<file path="src/rtl/queue_8.sv">
// 8-entry, 8-bit synchronous FIFO with level-sampled push/pop strobes.
// Full queues reject pushes unless a pop frees a slot on the same edge.
module queue_8 (
  input  logic       clock_10k,
  input  logic       reset,
  input  logic [7:0] data_in,
  input  logic       enq_in,
  input  logic       deq_in,
  output logic [7:0] data_out,
  output logic [3:0] len_out,
  output logic       status_out
);

  logic [7:0] mem [0:7];
  logic [2:0] wr;
  logic [2:0] rd;
  logic [3:0] count;
  logic       do_push;
  logic       do_pop;

  // A pop needs stored data; a push needs a free slot, or one freed by this edge's pop.
  always_comb begin
    do_pop  = 1'b0;
    do_push = 1'b0;
    if (deq_in && (count != 4'd0)) begin
      do_pop = 1'b1;
    end
    if (enq_in && ((count != 4'd8) || do_pop)) begin
      do_push = 1'b1;
    end
  end

  always_ff @(posedge clock_10k) begin
    if (!reset) begin
      wr       <= 3'd0;
      rd       <= 3'd0;
      count    <= 4'd0;
      data_out <= 8'h00;
    end else begin
      if (do_push) begin
        wr <= wr + 3'd1;
      end
      if (do_pop) begin
        rd       <= rd + 3'd1;
        data_out <= mem[rd];
      end
      count <= count + {3'b000, do_push} - {3'b000, do_pop};
    end
  end

  // Storage is data only: no reset, written only outside reset.
  always_ff @(posedge clock_10k) begin
    if (reset && do_push) begin
      mem[wr] <= data_in;
    end
  end

  assign len_out    = count;
  assign status_out = count[3];

endmodule

</file>
<file path="config.mk">
export PLATFORM = sky130hd
export DESIGN_NAME = queue_8
export DESIGN_NICKNAME = d
export VERILOG_FILES = /design/src/rtl/queue_8.sv
export SDC_FILE = /design/constraint.sdc
export NUM_CORES = 1
export LEC_CHECK = 0
export CAP_MARGIN = 20
export CELL_PAD_IN_SITES_DETAIL_PLACEMENT = 0
export CELL_PAD_IN_SITES_GLOBAL_PLACEMENT = 1
export CORE_MARGIN = 2
export CORE_UTILIZATION = 49
export CTS_CLUSTER_SIZE = 10
export DETAILED_ROUTE_END_ITERATION = 10
export GPL_TIMING_DRIVEN = 0
export PLACE_DENSITY_LB_ADDON = 0.1
export SYNTH_ARGS = -nofsm -noshare
export SYNTH_HDL_FRONTEND = slang
export SYNTH_SLANG_ARGS = --single-unit
export TNS_END_PERCENT = 20
</file>
<file path="constraint.sdc">
create_clock -name clock_10k -period 3.15 [get_ports clock_10k]
set_input_delay 0.63 -clock clock_10k [delete_from_list [all_inputs] [get_ports clock_10k]]
set_output_delay 0.63 -clock clock_10k [all_outputs]
set_load 0.01 [all_outputs]
</file>
==> impl_results.md, run 1 <==
- Syn nets: 229
- Drt first pass iters: 4
- Power per cell area: 749 nW/um^2
- Setup crit start kind: input pin
- I/O Pins: 25
- Number of remaining DRC errors: 0
- TritonCTS clock tree: built
- Wirelength, routed: 6690 um
- Core ar.: 6420 um^2
- Root buffer cell: clkbuf_8
- # setup viols final: 0
- Fin. Hold Viols: 0
- Vias per std cell: 5.60
- First-pass GRT wire length: 10200 um
- Clock latency at the later pin of the worst-skew pair: 350 ps
- Die width: 86.1 um
- Sum Neg Setup Slack: 0 ps
- Clk_skew: 10.0 ps
- Levels on crit path: 4
- Crit-path max FO: 10
- Number of synthesized register bits: 82
- CP Class: input pin to register
- Rows: 29
- Synth cell types: 32
- Starting DRT DRC Count: 112
- Top_reg_cell synth: edfxtp_1
- Fin. max-slew vios: 0
- Fraction of registers with async set/reset: 0%
- Gp weighted congestion: 0.774
- Critical-path top delay cell: nor3_2
- Hold Path Stages: 1
- Min cycle time layout: 2750 ps
- Cts bufs inserted: 9
- # diodes: 0
- GRT Resource Usage Total: 19.5%
- Antenna viol nets, final: 0
- Clock sinks: 82
- Worst Hold Class: register to register
- Post-CTS Setup Bufs: 0
- Starting Density: 51.4%
- Tot Pwr: 2.90 mW
- CTS clk-pin slew, worst paths: 80 ps
- CP cell instances: clkdlybuf4s50_1 > clkinv_1 > or3_1 > nor3_2
- Fin crit share: 87.4%
- Initial antenna violation count: 0
- Die area: 7410 um^2
- Sequential-to-total area share from yosys stat: 69.1%
- F_max: 363 MHz
- P_leak: 1.29 nW
- Peak supply drop: 0.384 mV
- Layout fillers: 493
- Port Buffer Count: 24
- RSZ-0062 raised after global routing: false
- Post-cts gate resize count: 0
- CP required: 3120 ps
- Worst slew pin tran: 983 ps
- Largest net degree at the start of global routing: 16
- Cell Area, Synth: 3300 um^2
- Status: finished clean
- Via count: 1841
- Crit path DAT: 2720 ps
- Post-synth EDFFs: 64
- Clk buf depth: 2
- Syn Inst Count: 209
- DP HPWL: 4480 um
- Relative slew slack: 34.1%
- YS warnings: 0
- Critical path's top delay family: simple AND/OR/NAND/NOR gates
- Vert. Die Dim: 86.1 um
- H-tree levels: 3
- Setup crit end kind: register
- Max-Cap Viols: 0
- Cells on worst reg2reg path: 9
- Area Overhead vs Synth: 17.0%
- GRT Residual Overflow: 0
- Post-CTS Hold Fix Bufs: 0
- Nets@finish: 267
- Share of cells above drive strength 1: 13.9%
- Vias in the first global route: 1981
- Routed length per instance: 20.3 um
- Syn_area_per_cell: 15.8 um^2
- Worst Path Buf+Inv: 2
- Slowest stage delay, CP: 750 ps
==> Yosys cell counts (all sizes together) (2+ instances only) <==
cell type  count  area (um^2)
xnor2          2         17.5
or2            2         12.5
edfxtp        64         1920
nor2b          2         12.5
and2           4         25.0
nor4           2         12.5
ha             7         87.6
nor2          11         41.3
a21oi          2         10.0
inv            7         26.3
dfxtp         18          360
nor3           4         20.0
xor2           3         26.3
mux2i         35          350
or3            2         13.8
nand2          2         7.51
a22oi         16          120
a32o           8         80.1
buf            8         43.8
==> area by class of cell <==
type                            count  area, um^2  share of cell area [%]
Buffer                              9        48.8                    1.26
Clock buffer                       10         128                    3.30
Clock inverter                      6        51.3                    1.33
Inverter                            8        30.0                   0.777
Multi-Input combinational cell    110         970                    25.1
Sequential cell                    82        2280                    59.0
Tap cell                           77        96.3                    2.49
Timing Repair Buffer               27         260                    6.73
==> kinds of logic after synthesis <==
logic type	synth area share [%]
AOI/OAI and AO/OA	8.49
muxes	10.6
DFF	69.1
adders and majority gates	3.26
and+or+nand+nor	4.85
xor gates and xnor gates	1.33
buffers and inverters	2.39
==> worst register-to-register path, delay by kind of cell, from the launching register on <==
| kind | cells | cell delay, ps |
|---|---|---|
| adders and majority gates | 3 | 830 |
| AOI/OAI and AO/OA | 1 | 590 |
| and+or+nand+nor | 2 | 260 |
| buffers and inverters | 1 | 100 |
| muxes | 1 | 190 |
| DFF | 1 | 320 |
| xor gates and xnor gates | 1 | 150 |
==> worst paths after layout <==
kind / start / end / slack, ps
max: reset / mem[0][7] / 400
min: data_out[6] / data_out[6] / 470
max reg2reg: len_out[2] / len_out[2] / 610
min reg2reg: data_out[6] / data_out[6] / 470
==> through the flow <==
step	util, %	std cells	hold slack [ps]	area [um^2]	setup slack, ps
after floorplan	-	209	510	3300	808
after global placement	56.7	310	448	3640	-525
after detailed placement	57.4	313	463	3690	11.5
after CTS	60.2	329	482	3870	382
after global routing	60.2	329	494	3870	251
final	60.2	329	474	3870	398
==> layout by cell type (no fill, tap or decap), types with 2 or more instances in the layout <==
cell type and count:
inv_1 7, ha_1 7, clkbuf_8 9, nor3_2 3, buf_4 5, clkdlybuf4s50_1 24
buf_1 3, a21oi_1 2, xnor2_1 2, a22oi_1 16, or2_2 2, and2_1 4
xor2_1 3, a32o_1 8, nand2_1 2, clkinvlp_4 3, mux2i_1 35, buf_2 3
edfxtp_1 64, nor2b_1 2, nor2_1 11, nor4_2 2, dfxtp_1 18
==> registers in the layout (all words and copies together) (netlist names) <==
name,count
rd,3
data_out,8
wr,3
len_out,4
mem,64
==> metal layers <==
layer | wire (um) | part of all wire [%] | up-vias | track usage (%)
met5 | 0 | 0 | - | 0
met1 | 2760 | 41 | 901 | 23.9
met2 | 3430 | 51 | 51 | 32.8
met4 | 88 | 1.3 | 0 | 9.24
met3 | 406 | 6.1 | 8 | 4.52
li1 | - | - | 881 | -
==> report_power, final <==
part	switching, mW	total (mW)	internal [mW]	leakage, nW
Clock	0.390	0.686	0.296	0.0810
Combinational	0.439	0.864	0.425	0.484
Sequential	0.0820	1.35	1.27	0.726
Power figures use the tool's default switching activity.
==> run 2, diff against run 1 <==
--- a/config.mk
+++ b/config.mk
@@ -5,11 +5,11 @@
 export SDC_FILE = /design/constraint.sdc
 export NUM_CORES = 1
 export LEC_CHECK = 0
-export CAP_MARGIN = 20
+export ABC_CLOCK_PERIOD_IN_PS = 3400
 export CELL_PAD_IN_SITES_DETAIL_PLACEMENT = 0
 export CELL_PAD_IN_SITES_GLOBAL_PLACEMENT = 1
 export CORE_MARGIN = 2
-export CORE_UTILIZATION = 49
+export CORE_UTILIZATION = 52
 export CTS_CLUSTER_SIZE = 10
 export DETAILED_ROUTE_END_ITERATION = 10
 export GPL_TIMING_DRIVEN = 0
==> constraint.sdc (replaced) <==
create_clock -name clock_10k -period 3.4 [get_ports clock_10k]
set_input_delay 0.68 -clock clock_10k [delete_from_list [all_inputs] [get_ports clock_10k]]
set_output_delay 0.68 -clock clock_10k [all_outputs]
set_load 0.01 [all_outputs]
==> run 2 against run 1 <==
Against the previous run:
- non-clock buffer count fell by 1
- clock skew shrank 0.92 ps
- first-iteration DRC count decreased by 16%
- sequential power is 7% lower
- critical path depth is 1 higher
- register-to-register slack got worse by 30 ps
- global-route usage rose by 0.40 points
- clock-buffer cell count decreased by 1
- routed wire length is 0.93% lower
- core utilization rose by 1.9 points
- clock power up 3.1%
- hold slack improved by 4.3 ps
- critical path type unchanged
- largest cell class unchanged
- largest power group unchanged
==> impl_results.md, run 2 (synthesis gave the netlist of run 1 again) <==
- Status: finished clean
- Cells on worst reg2reg path: 6
- Power per cell area: 711 nW/um^2
- Setup crit start kind: input pin
- Post-cts gate resize count: 0
- Vias in the first global route: 1958
- TritonCTS clock tree: built
- Hold Startpoint: data_out[2]
- Post-CTS Hold Fix Bufs: 0
- Switching Fraction: 30.5%
- Fin crit share: 88.5%
- Post-place setup slack: -14.6 ps
- Crit path DAT: 2970 ps
- Rows: 29
- P_leak: 1.31 nW
- Antenna viol nets, final: 0
- Initial antenna violation count: 0
- Comb power frac: 29.1%
- Relative slew slack: 10.0%
- Worst Hold Path EP: data_out[2]
- F_max: 332 MHz
- Largest net degree at the start of global routing: 16
- Crit-path max FO: 10
- Layout fillers: 475
- Nets@finish: 266
- Min cycle time layout: 3010 ps
- CP required: 3360 ps
- Clk buf depth: 2
- DP HPWL: 4380 um
- Sequential group share of total power: 45.3%
- Routed length per instance: 20.2 um
- Core ar.: 6240 um^2
- Cts bufs inserted: 9
- Net Switching: 0.842 mW
- Die area: 7010 um^2
- Drt first pass iters: 4
- Die width: 83.7 um
- Clock latency at the later pin of the worst-skew pair: 350 ps
- Hold Path Stages: 1
- I/O Pins: 25
- # setup viols final: 0
- Starting Density: 52.9%
- Vias per std cell: 5.72
- # diodes: 0
- Commonest non-fill, non-tap cell in the layout: edfxtp_1
- Clock sinks: 82
- R2r startpoint: len_out[2]
- Final core occ: 62.1%
- RSZ-0062 raised after global routing: false
- First-pass GRT wire length: 10100 um
- Wirelength, routed: 6630 um
- Largest reg by FF count: mem
- GRT Residual Overflow: 0
- Max-Cap Viols: 0
- Worst Slack Setup Final: 391 ps
- R2r setup slk: 580 ps
- CP Class: input pin to register
- H-tree levels: 3
- Peak supply drop: 0.420 mV
- Share of cells above drive strength 1: 13.5%
- CTS clk-pin slew, worst paths: 80 ps
- Largest register FFs: 64
- Setup crit end kind: register
- Clk_skew: 9.08 ps
- Port Buffer Count: 24
- Number of remaining DRC errors: 0
- Vert. Die Dim: 83.7 um
- Fin. max-slew vios: 0
- Gp weighted congestion: 0.741
- Area Overhead vs Synth: 17.3%
- Via count: 1877
- Worst Hold Class: register to register
- Root buffer cell: clkbuf_8
- GRT Resource Usage Total: 19.9%
- Worst reg2reg endpoint: mem[5][6]
- Starting DRT DRC Count: 94
- Most frequent cells in the layout: edfxtp_1 (64), mux2i_1 (35), clkdlybuf4s50_1 (24), dfxtp_1 (18), a22oi_1 (16)
- Fin. Hold Viols: 0
- Worst slew pin tran: 1340 ps
- Tot Pwr: 2.76 mW
- Int Pwr: 1.91 mW
- Clock network fraction of total power: 25.6%
- Post-CTS Setup Bufs: 0
==> run 2: cell count changes in the layout (fill, tap and decap cells not counted) <==
| cell | delta |
|---|---|
| clkinvlp_4 | -3 |
| inv_6 | +3 |
| clkinv_2 | +2 |
| buf_2 | -1 |
| bufinv_16 | +1 |
| clkbuf_1 | -1 |
| clkinv_4 | -1 |
| inv_8 | -1 |
| nor3_1 | +1 |
| nor3_2 | -1 |
==> run 2: how the worst max path moves through the flow <==
stage,from,endpoint,slack (ps),cells past startpoint
finish,deq_in,mem[5][6],390,5
global route,deq_in,mem[5][6],300,5
CTS,deq_in,mem[5][6],350,5
detailed placement,deq_in,mem[5][1],-10,5
global placement,deq_in,mem[1][2],-360,4
floorplan,len_out[2],mem[6][0],1060,6
==> run 2: layer usage <==
metal	up-vias	wire length (um)	GRT usage, %	part of all wire (%)
met2	49	3300	33.5	50
met5	-	0	0	0
li1	881	-	-	-
met1	937	2840	25.4	43
met4	0	126	7.48	1.9
met3	10	363	4.55	5.5
==> run 2: power groups by stage <==
stage / sequential, mW / clock, mW / combinational [mW]
global route: 1.26 / 0.768 / 0.873
floorplan: 1.28 / 0 / 0.511
global placement: 1.26 / 0 / 0.771
CTS: 1.25 / 0.717 / 0.815
detailed placement: 1.27 / 0 / 0.812
finish: 1.25 / 0.707 / 0.802
==> run 2: final cells by class <==
| type | count | area (um^2) | share of cell area [%] |
|---|---|---|---|
| Sequential cell | 82 | 2280 | 58.9 |
| Tap cell | 77 | 96.3 | 2.49 |
| Buffer | 9 | 48.8 | 1.26 |
| Inverter | 8 | 30.0 | 0.775 |
| Clock inverter | 7 | 75.1 | 1.94 |
| Multi-Input combinational cell | 110 | 965 | 24.9 |
| Clock buffer | 9 | 124 | 3.20 |
| Timing Repair Buffer | 26 | 255 | 6.58 |
==> run 2: worst max-delay path, stage by stage <==
cell and delay [ps]:
clkdlybuf4s50_1 540, and2b_4 190, o41ai_4 120, or2_2 370
nor3_1 1060
==> run 2: metrics by stage <==
| stage | instance area [um^2] | instances | setup TNS (ps) | hold WS, ps |
|---|---|---|---|---|
| final | 3880 | 328 | 0 | 478 |
| after CTS | 3880 | 328 | 0 | 484 |
| after global placement | 3640 | 310 | -6440 | 450 |
| after global routing | 3880 | 328 | 0 | 501 |
| after floorplan | 3300 | 209 | 0 | 510 |
| after detailed placement | 3680 | 312 | -112 | 465 |
==> run 3, diff against run 2 <==
--- a/config.mk
+++ b/config.mk
@@ -8,9 +8,8 @@
 export ABC_CLOCK_PERIOD_IN_PS = 3400
 export CELL_PAD_IN_SITES_DETAIL_PLACEMENT = 0
 export CELL_PAD_IN_SITES_GLOBAL_PLACEMENT = 1
-export CORE_MARGIN = 2
 export CORE_UTILIZATION = 52
-export CTS_CLUSTER_SIZE = 10
+export CTS_CLUSTER_SIZE = 20
 export DETAILED_ROUTE_END_ITERATION = 10
 export GPL_TIMING_DRIVEN = 0
 export PLACE_DENSITY_LB_ADDON = 0.1
==> run 3 against run 2 <==
Against the previous run:
- critical path depth decreased by 1
- first-iteration DRC count increased by 52%
- maximum frequency increased by 8.2%
- register-to-register slack improved by 290 ps
- worst setup slack improved by 230 ps
- clock-buffer cell count unchanged
- clock power decreased by 11%
- core utilization increased by 2.2 points
- hold slack got worse by 2.3 ps
- combinational power increased by 0.5%
- highest routed layer unchanged
==> impl_results.md, run 3 (synthesis gave the netlist of run 1 again) <==
- Status: finished clean
- Clk buf depth: 2
- Placed cells: 311
- Most frequent cells in the layout: edfxtp_1 (64), mux2i_1 (35), clkdlybuf4s50_1 (24), dfxtp_1 (18), a22oi_1 (16)
- Final core occ: 64.3%
- Port Buffer Count: 24
- Core ar.: 6030 um^2
- Number of remaining DRC errors: 0
- Non-filler cells in the finished layout: 327
- CP required: 3380 ps
- Relative slew slack: 35.1%
- Slowest stage delay, CP: 700 ps
- H-tree levels: 3
- Worst slew pin tran: 968 ps
- GRT Residual Overflow: 0
- Largest reg by FF count: mem
- F_max: 360 MHz
- Fin crit share: 81.8%
- Fin. Hold Viols: 0
- Placed cell area: 3690 um^2
- Area Overhead vs Synth: 17.3%
- Starting DRT DRC Count: 143
- Largest net degree at the start of global routing: 16
- Min cycle time layout: 2780 ps
- Largest register FFs: 64
- CTS clk-pin slew, worst paths: 80 ps
- Worst Slack Setup Final: 618 ps
- DP HPWL: 4340 um
- Vias per std cell: 5.76
- Crit-path max FO: 10
- Antenna viol nets, final: 0
- P_leak: 1.30 nW
- Peak supply drop: 0.457 mV
- Share of cells above drive strength 1: 14.3%
- Post-cts gate resize count: 0
- Crit path DAT: 2760 ps
- Critical-path top delay cell: nor2_1
- Vias in the first global route: 1913
- Clock sinks: 82
- Wirelength, routed: 6600 um
- Post-CTS Setup Bufs: 0
- Initial antenna violation count: 0
- Drt first pass iters: 4
- Power per cell area: 693 nW/um^2
- TritonCTS clock tree: built
- Clk_skew: 6.13 ps
- Nets@finish: 267
- Die area: 6670 um^2
- Setup crit start kind: input pin
- First-pass GRT wire length: 10100 um
- Die width: 81.7 um
- Cell area after layout: 3870 um^2
- Commonest non-fill, non-tap cell in the layout: edfxtp_1
- Gp weighted congestion: 0.719
- Max-Cap Viols: 0
- Root buffer cell: clkbuf_8
- # setup viols final: 0
- GRT Resource Usage Total: 22.4%
- Post-place setup slack: -89.7 ps
- Post-CTS Hold Fix Bufs: 0
- RSZ-0062 raised after global routing: false
- Clock latency at the later pin of the worst-skew pair: 350 ps
- CP cell instances: clkdlybuf4s50_1 > clkinv_1 > or3_1 > nor2_1
- Starting Density: 54.8%
- WHS: 476 ps
- Vert. Die Dim: 81.7 um
- Rows: 28
- CP Class: input pin to register
- Setup crit end kind: register
- Layout fillers: 450
- Fin. max-slew vios: 0
- Worst Hold Class: register to register
- Cts bufs inserted: 9
- I/O Pins: 25
- # diodes: 0
- Routed length per instance: 20.2 um
- Via count: 1884
[run 3: critical path: cells and delay by family]
family / cells / cell delay (ps)
AND/OR/NAND/NOR: 2 / 1140
buffers and inverters: 2 / 930
[run 3: routing by layer]
metal / track usage, % / wire length (um) / up-vias
li1: - / - / 881
met1: 29.0 / 2690 / 931
met2: 36.3 / 3350 / 62
met3: 5.00 / 467 / 10
met4: 9.82 / 98 / 0
met5: 0 / 0 / -
[run 3: path summary, 6_finish.rpt]
kind / to / cells after the start / slack, ps / from
min: data_out[2] / 1 / 480 / data_out[2]
min reg2reg: data_out[2] / 1 / 480 / data_out[2]
max reg2reg: len_out[2] / 9 / 870 / len_out[2]
max: mem[4][7] / 4 / 620 / reset
[run 3: layout make-up]
cell class | instances | area (um^2) | share of cell area, %
plain buffers | 9 | 48.8 | 1.26
clock buffers | 9 | 124 | 3.20
clock inverters | 7 | 53.8 | 1.39
inverters | 8 | 30.0 | 0.775
multi-input cells | 110 | 975 | 25.2
flip-flops and latches | 82 | 2280 | 58.9
well taps | 75 | 93.8 | 2.42
repair buffers | 27 | 267 | 6.88
[run 3: through the flow]
step	power, mW	setup TNS, ps
finish	2.68	0
global route	2.83	0
CTS	2.71	0
detailed placement	2.08	-1060
global placement	2.03	-6980
floorplan	1.79	0
[run 3: report_power, final]
group / total, mW / switching, mW / internal, mW / leakage (nW)
clock network: 0.630 / 0.359 / 0.271 / 0.0892
logic: 0.806 / 0.407 / 0.399 / 0.484
registers: 1.25 / 0.0774 / 1.17 / 0.726
